`config.mk`:
```
export PLATFORM = sky130hd
export DESIGN_NAME = reg_file_dump
export DESIGN_NICKNAME = d
export VERILOG_FILES = /design/src/rtl/reg_file_dump.sv
export SDC_FILE = /design/constraint.sdc
export NUM_CORES = 2
export LEC_CHECK = 0
export BUFFER_PORTS_ARGS = -buffer_cell sky130_fd_sc_hd__buf_2
export CAP_MARGIN = 0
export CORE_MARGIN = 2
export CORE_UTILIZATION = 30
export DETAILED_ROUTE_END_ITERATION = 10
export PLACE_DENSITY = 0.42
export SLEW_MARGIN = 20
export SYNTH_ARGS = -nofsm -noshare
export SYNTH_HDL_FRONTEND = slang
export SYNTH_SLANG_ARGS = --single-unit
```
`constraint.sdc`:
```
create_clock -name clk -period 3.9 [get_ports clk]
set_clock_uncertainty 0.2 [all_clocks]
set_input_delay 0.78 -clock clk [delete_from_list [all_inputs] [get_ports clk]]
set_output_delay 0.78 -clock clk [all_outputs]
set_load 0.01 [all_outputs]
```
`src/rtl/reg_file_dump.sv`:
```
// ---------------------------------------------------------------------------
// reg_file_dump
//
// Architectural integer register file for the single-cycle RISC-V core, with
// a streaming debug dump port that emits every register in index order.
//
// Ports:
//   clk        core clock, all state changes on its rising edge
//   rst_n      asynchronous active-low reset
//   A1, A2     read indices (rs1, rs2); RD1/RD2 are combinational
//   A3, WE3,   write index (rd), write enable and writeback data
//   WD3
//   RD1        read data 1, feeds ALU SrcA
//   RD2        read data 2, feeds the ALUSrc operand mux
//   DumpReq    starts a dump, only looked at while idle
//   DumpReady  consumer accepts the current beat
//   DumpValid  current beat is valid
//   DumpAddr   register index of the current beat
//   DumpData   snapshot of register DumpAddr
//   DumpBusy   high while a dump is streaming or finishing
//   DumpDone   one-cycle pulse after the last beat is accepted
//
// Optional feature macro: REGFILE_BYPASS_EN
//   When defined, a read that collides with a same-cycle write to the same
//   non-zero index returns WD3 (write-first). When undefined the stored value
//   is returned. The dump port always shows pre-edge contents either way.
// ---------------------------------------------------------------------------
module reg_file_dump #(
   parameter int DATA_WIDTH = 32,
   parameter int ADDR_WIDTH = 5
) (
   input  logic                  clk,
   input  logic                  rst_n,
   input  logic [ADDR_WIDTH-1:0] A1,
   input  logic [ADDR_WIDTH-1:0] A2,
   input  logic [ADDR_WIDTH-1:0] A3,
   input  logic                  WE3,
   input  logic [DATA_WIDTH-1:0] WD3,
   output logic [DATA_WIDTH-1:0] RD1,
   output logic [DATA_WIDTH-1:0] RD2,
   input  logic                  DumpReq,
   input  logic                  DumpReady,
   output logic                  DumpValid,
   output logic [ADDR_WIDTH-1:0] DumpAddr,
   output logic [DATA_WIDTH-1:0] DumpData,
   output logic                  DumpBusy,
   output logic                  DumpDone
);

   localparam int NUM_REGS = 2 ** ADDR_WIDTH;
   localparam logic [ADDR_WIDTH-1:0] LAST = ADDR_WIDTH'(NUM_REGS - 1);

   typedef enum logic [1:0] {
      IDLE = 2'd0,
      SEND = 2'd1,
      DONE = 2'd2
   } state_t;

   logic [DATA_WIDTH-1:0] regs_q [NUM_REGS];
   logic [DATA_WIDTH-1:0] regs_d [NUM_REGS];

   state_t                state_q, state_d;
   logic [ADDR_WIDTH-1:0] idx_q, idx_d;
   logic [ADDR_WIDTH-1:0] idx_inc;
   logic                  valid_q, valid_d;
   logic [DATA_WIDTH-1:0] data_q, data_d;
   logic                  busy_q, busy_d;
   logic                  done_q, done_d;

   // Writes to x0 are dropped so index 0 stays hard-wired to zero.
   always_comb begin
      regs_d = regs_q;
      if (WE3 && (A3 != '0)) begin
         regs_d[A3] = WD3;
      end
   end

   always_ff @(posedge clk or negedge rst_n) begin
      if (!rst_n) begin
         for (int i = 0; i < NUM_REGS; i++) begin
            regs_q[i] <= '0;
         end
      end else begin
         regs_q <= regs_d;
      end
   end

   // Read ports; the collision forward only exists in the bypass build.
   always_comb begin
      RD1 = (A1 == '0) ? '0 : regs_q[A1];
      RD2 = (A2 == '0) ? '0 : regs_q[A2];
`ifdef REGFILE_BYPASS_EN
      if (WE3 && (A3 == A1) && (A1 != '0)) begin
         RD1 = WD3;
      end
      if (WE3 && (A3 == A2) && (A2 != '0)) begin
         RD2 = WD3;
      end
`endif
   end

   assign idx_inc = idx_q + ADDR_WIDTH'(1);

   // Dump sequencer. DumpData is loaded from regs_q (pre-edge contents) only
   // when a beat is presented, so it is a snapshot that later writes cannot
   // disturb. Leaving SEND clears index and data so both read 0 while idle.
   always_comb begin
      state_d = state_q;
      idx_d   = idx_q;
      valid_d = valid_q;
      data_d  = data_q;
      busy_d  = busy_q;
      done_d  = 1'b0;
      case (state_q)
         IDLE: begin
            if (DumpReq) begin
               state_d = SEND;
               idx_d   = '0;
               valid_d = 1'b1;
               data_d  = regs_q[0];
               busy_d  = 1'b1;
            end
         end
         SEND: begin
            if (valid_q && DumpReady) begin
               if (idx_q == LAST) begin
                  state_d = DONE;
                  idx_d   = '0;
                  valid_d = 1'b0;
                  data_d  = '0;
                  done_d  = 1'b1;
               end else begin
                  idx_d  = idx_inc;
                  data_d = regs_q[idx_inc];
               end
            end
         end
         DONE: begin
            state_d = IDLE;
            idx_d   = '0;
            valid_d = 1'b0;
            data_d  = '0;
            busy_d  = 1'b0;
         end
         default: begin
            state_d = IDLE;
            idx_d   = '0;
            valid_d = 1'b0;
            data_d  = '0;
            busy_d  = 1'b0;
         end
      endcase
   end

   always_ff @(posedge clk or negedge rst_n) begin
      if (!rst_n) begin
         state_q <= IDLE;
         idx_q   <= '0;
         valid_q <= 1'b0;
         data_q  <= '0;
         busy_q  <= 1'b0;
         done_q  <= 1'b0;
      end else begin
         state_q <= state_d;
         idx_q   <= idx_d;
         valid_q <= valid_d;
         data_q  <= data_d;
         busy_q  <= busy_d;
         done_q  <= done_d;
      end
   end

   assign DumpValid = valid_q;
   assign DumpAddr  = idx_q;
   assign DumpData  = data_q;
   assign DumpBusy  = busy_q;
   assign DumpDone  = done_q;

endmodule
```
==> out/results.md <==
| Stage | Parameter | Value |
|---|---|---|
| setup path | WP data required | 2.92 ns |
| setup path | Launching element type of the critical path | input port |
| clocking | Root Driver | sky130_fd_sc_hd__clkbuf_16 |
| timing | Worst-margin pin slew | 1.11 ns |
| timing | Achievable clock frequency | 0.259 GHz |
| clocking | Clock latency at the later pin of the worst-skew pair | 0.80 ns |
| timing | Total of endpoints with negative setup slack in the final report | 0 |
| setup path | Critical setup path kind | in -> out |
| timing | Setup repair after global routing missed its margin | false |
| power | Internal power | 29.1 mW |
| grt | Vias in the first global route | 44378 |
| clocking | Count of H-tree levels built during CTS | 4 |
| clocking | Clock Sinks | 1065 |
| synthesis | Number of synthesized register bits | 1065 |
| final layout | Area of combinational cells with multiple inputs | 35800 µm² |
| timing | Pins over their slew limit | 0 |
| detailed routing | Number of routed nets with antenna violations | 0 |
| power | Worst VDD drop | 0.517 mV |
| grt | Antenna violations before repair | 29 |
| timing | Period Utilization, post-route | 98.9% |
| detailed routing | Vias | 43262 |
| die | Horiz. Die Dim | 467 µm |
| die | Effective utilization at floorplan | 30.2% |
| synthesis | Number of distinct library cells after synthesis | 40 |
| final layout | Fraction of final layout cells with drive strength greater than 1 | 58.7% |
| setup path | Element type at the critical path end | output pin |
| setup path | Worst R2R Setup Slack | 0.60 ns |
| clocking | Worst-path clk slew | 0.06 ns |
| setup path | End of the worst register-to-register path | DumpData[0]$_DFFE_PN0P_ |
| grt | Met2 usage in global routing | 39.2% |
| die | Die span in y | 467 µm |
| die | Die Area | 218000 µm² |
| power | Share of total power in combinational logic | 35.4% |
| final layout | Synth-to-layout area growth | 17.2% |
| run status | Outcome | finished clean |
| synthesis | Sequential-to-total area share from yosys stat | 41.5% |
| power | Switch Pwr | 15.3 mW |
| detailed routing | Number of design-rule violations left by the first detailed-router iteration | 4008 |
| timing | Accumulated negative setup slack | 0 ns |
| worst hold path | Startpoint of the worst hold path | DumpReq |
| synthesis | Number of flops mapped to enable cells by yosys | 0 |
| setup path | Worst R2R Start | DumpAddr[0]$_DFFE_PN0P_ |
| synthesis | Largest cells by area after synthesis | sky130_fd_sc_hd__dfrtp_1 (42%), sky130_fd_sc_hd__mux4_2 (27%), sky130_fd_sc_hd__mux2_2 (20%), sky130_fd_sc_hd__mux2i_1 (2.1%), sky130_fd_sc_hd__clkbuf_1 (1.7%) |
| grt | Global-route wire length before repair | 372 mm |
| final layout | Number of nets in the layout | 4476 |
| place | Number of buffers inserted by port buffering | 155 |
| worst hold path | Worst Hold Endpoint | state_q[0]$_DFFE_PN0P_ |
| setup path | Data arrival time of the critical path | 2.88 ns |
| grt | Fraction of met1 tracks used by global routing | 32.3% |
| detailed routing | DR WL/cell | 36.0 µm |
| final layout | Register area | 26700 µm² |
| grt | Total congestion overflow | 0 |
| power | Switching portion of total power | 34.4% |
| power | Tot Pwr | 44.4 mW |
| power | Pleak | 31.4 nW |
| power | Share of power burned in the clock network | 29.2% |
| worst hold path | Hold Crit Class | in -> reg |
| power | Share of power burned in registers | 35.4% |
| clocking | Buffer count from post-CTS setup fixing | 0 |
| synthesis | Share of the synthesized area in the top cell type | 41.5% |
| grt | Global-route met3 utilization | 4.66% |
| synthesis | Async S/R FF share, synth | 100% |
| place | HPWL after DPL | 165 mm |
| timing | Endpoints failing hold | 0 |
| die | Area inside the core boundary | 212000 µm² |
| final layout | Number of fill cells | 20388 |
| timing | PnR worst setup slack | 0.0448 ns |
| timing | Time the worst path needs with I/O delays and setup | 3.86 ns |
| detailed routing | Via-per-instance ratio | 5.88 |
| die | Std-Cell Rows | 169 |
| detailed routing | DR pass1 iterations | 5 |
| synthesis | Post-synthesis instance area | 64200 µm² |
| clocking | CTS Buf Count | 135 |
| place | Routability congestion estimate | 0.807 |
| power | Pwr dens | 591 nW/µm² |
| grt | Most congested layer reported by global routing | met2 |
| detailed routing | DRC errors left | 0 |
| timing | Relative slew slack | 26.2% |
| setup path | Worst-case reg-to-reg path depth | 8 |
| setup path | Largest fanout on the critical path | 19 |
| detailed routing | Wirelength, routed | 265 mm |
| grt | Largest net degree at the start of global routing | 113 |
| synthesis | Average size of a mapped cell | 14.8 µm² |
| synthesis | Synth Warn # | 0 |
| die | Top-Level Pins | 156 |
| worst hold path | Number of instances on the worst hold path | 3 |
| grt | Global-route usage over all layers | 24.2% |
| timing | Final hold slack | 0.231 ns |
| clocking | Clock tree from TritonCTS | done |
| synthesis | Count of mapped cells out of synthesis | 4332 |
| synthesis | Biggest area consumer among synthesized cells | sky130_fd_sc_hd__dfrtp_1 |
| clocking | Maximum count of clock buffers along a single path | 3 |
| job | Number of max-cap violations | 0 |
| synthesis | Primary FF master, synth | sky130_fd_sc_hd__dfrtp_1 |
| place | Setup slack at placement | -0.175 ns |
| synthesis | Synthesized netlist net count | 4386 |
[cells in the mapped netlist, types with 7 or more instances]
cell,n
sky130_fd_sc_hd__a32oi_1,7
sky130_fd_sc_hd__nand3_1,27
sky130_fd_sc_hd__o21ai_0,10
sky130_fd_sc_hd__nor3_1,67
sky130_fd_sc_hd__mux2i_1,135
sky130_fd_sc_hd__mux4_2,762
sky130_fd_sc_hd__a221oi_1,31
sky130_fd_sc_hd__o211ai_1,31
sky130_fd_sc_hd__nor2_1,56
sky130_fd_sc_hd__dfrtp_1,1065
sky130_fd_sc_hd__buf_2,151
sky130_fd_sc_hd__a31oi_1,32
sky130_fd_sc_hd__clkbuf_1,283
sky130_fd_sc_hd__a22o_1,78
sky130_fd_sc_hd__mux2_2,1153
sky130_fd_sc_hd__nand2_1,253
sky130_fd_sc_hd__buf_1,71
sky130_fd_sc_hd__o22ai_1,64
[logic make-up after synthesis]
group / synth area share, %
AOI/OAI and AO/OA: 3.04
xor gates and xnor gates: 0.0410
adders and majority gates: 0.0390
buffers and inverters: 3.32
DFF: 41.5
muxes: 49.1
and+or+nand+nor: 2.95
[timing repair]
| action | CTS | global route |
|---|---|---|
| cloned | 0 | 1 |
| setup endpoints to repair | 6 | 9 |
| endpoints found under the hold margin | 31 | 0 |
| gates resized for setup | 6 | 6 |
| hold buffers | 1 | 0 |
[per-layer routing]
layer / up-vias / wire length [µm]
li1: 17303 / -
met1: 23962 / 112000
met2: 1581 / 127000
met3: 402 / 15300
met4: 14 / 9980
met5: - / 87
[worst max path at each step]
stage / startpoint / end / slack [ns] / cells after the start
floorplan: A2[0] / RD2[0] / 0.45 / 7
global placement: A2[0] / RD2[4] / -0.21 / 7
detailed placement: A1[0] / RD1[5] / -0.18 / 7
CTS: A1[0] / RD1[14] / 0.02 / 8
global route: A1[0] / RD1[9] / 0.002 / 9
finish: A1[1] / RD1[17] / 0.04 / 8
[state kept, by name, indices dropped and copies added (netlist names)]
signal	flops
state_q	2
DumpDone	1
DumpData	32
DumpAddr	5
regs_q	1024
DumpBusy	1
[cells in the final DEF, fill, tap and decap left out, types with 39 or more instances in the layout]
cell type,netlist,layout
sky130_fd_sc_hd__clkbuf_16,0,143
sky130_fd_sc_hd__nand2_1,253,238
sky130_fd_sc_hd__buf_12,0,115
sky130_fd_sc_hd__dfrtp_1,1065,1064
sky130_fd_sc_hd__mux2i_1,135,135
sky130_fd_sc_hd__buf_2,151,148
sky130_fd_sc_hd__a22o_1,78,78
sky130_fd_sc_hd__nor2_1,56,39
sky130_fd_sc_hd__mux4_2,762,762
sky130_fd_sc_hd__o22ai_1,64,63
sky130_fd_sc_hd__nor3_1,67,56
sky130_fd_sc_hd__buf_4,6,190
sky130_fd_sc_hd__mux2_2,1153,1153
[cell type report]
| type | count | area share, % |
|---|---|---|
| Inverter | 1 | 0.00499 |
| Clock buffer | 202 | 5.46 |
| Multi-Input combinational cell | 2755 | 47.6 |
| Tap cell | 2821 | 4.69 |
| Antenna cell | 6 | 0.0200 |
| Clock inverter | 39 | 0.549 |
| Sequential cell | 1065 | 35.4 |
| Timing Repair Buffer | 464 | 6.20 |
[stage by stage]
step,std cells,instance area [µm²],util [%]
4_1_cts,7346,75100,35.4
3_5_place_dp,7104,70600,33.2
2_1_floorplan,4332,64200,-
3_3_place_gp,7104,70500,33.2
6_report,7353,75200,35.4
5_1_grt,7350,75200,35.4
[power by group through the flow]
stage | Combinational, mW | Sequential [mW] | Clock, mW
final | 15.7 | 15.7 | 13.0
after global routing | 16.6 | 16.0 | 13.7
after CTS | 15.8 | 15.7 | 13.3
after detailed placement | 15.8 | 15.8 | 0
after global placement | 15.7 | 15.8 | 0
after floorplan | 10.6 | 14.8 | 0
[critical path: stages]
cell and delay [ns]:
sky130_fd_sc_hd__buf_8 0.19, sky130_fd_sc_hd__buf_12 0.23, sky130_fd_sc_hd__buf_4 0.36, sky130_fd_sc_hd__mux4_2 0.26, sky130_fd_sc_hd__mux2i_1 0.07, sky130_fd_sc_hd__a22o_1 0.25
sky130_fd_sc_hd__nor3_1 0.43, sky130_fd_sc_hd__buf_2 0.22
(Power assumes the default switching activity.)
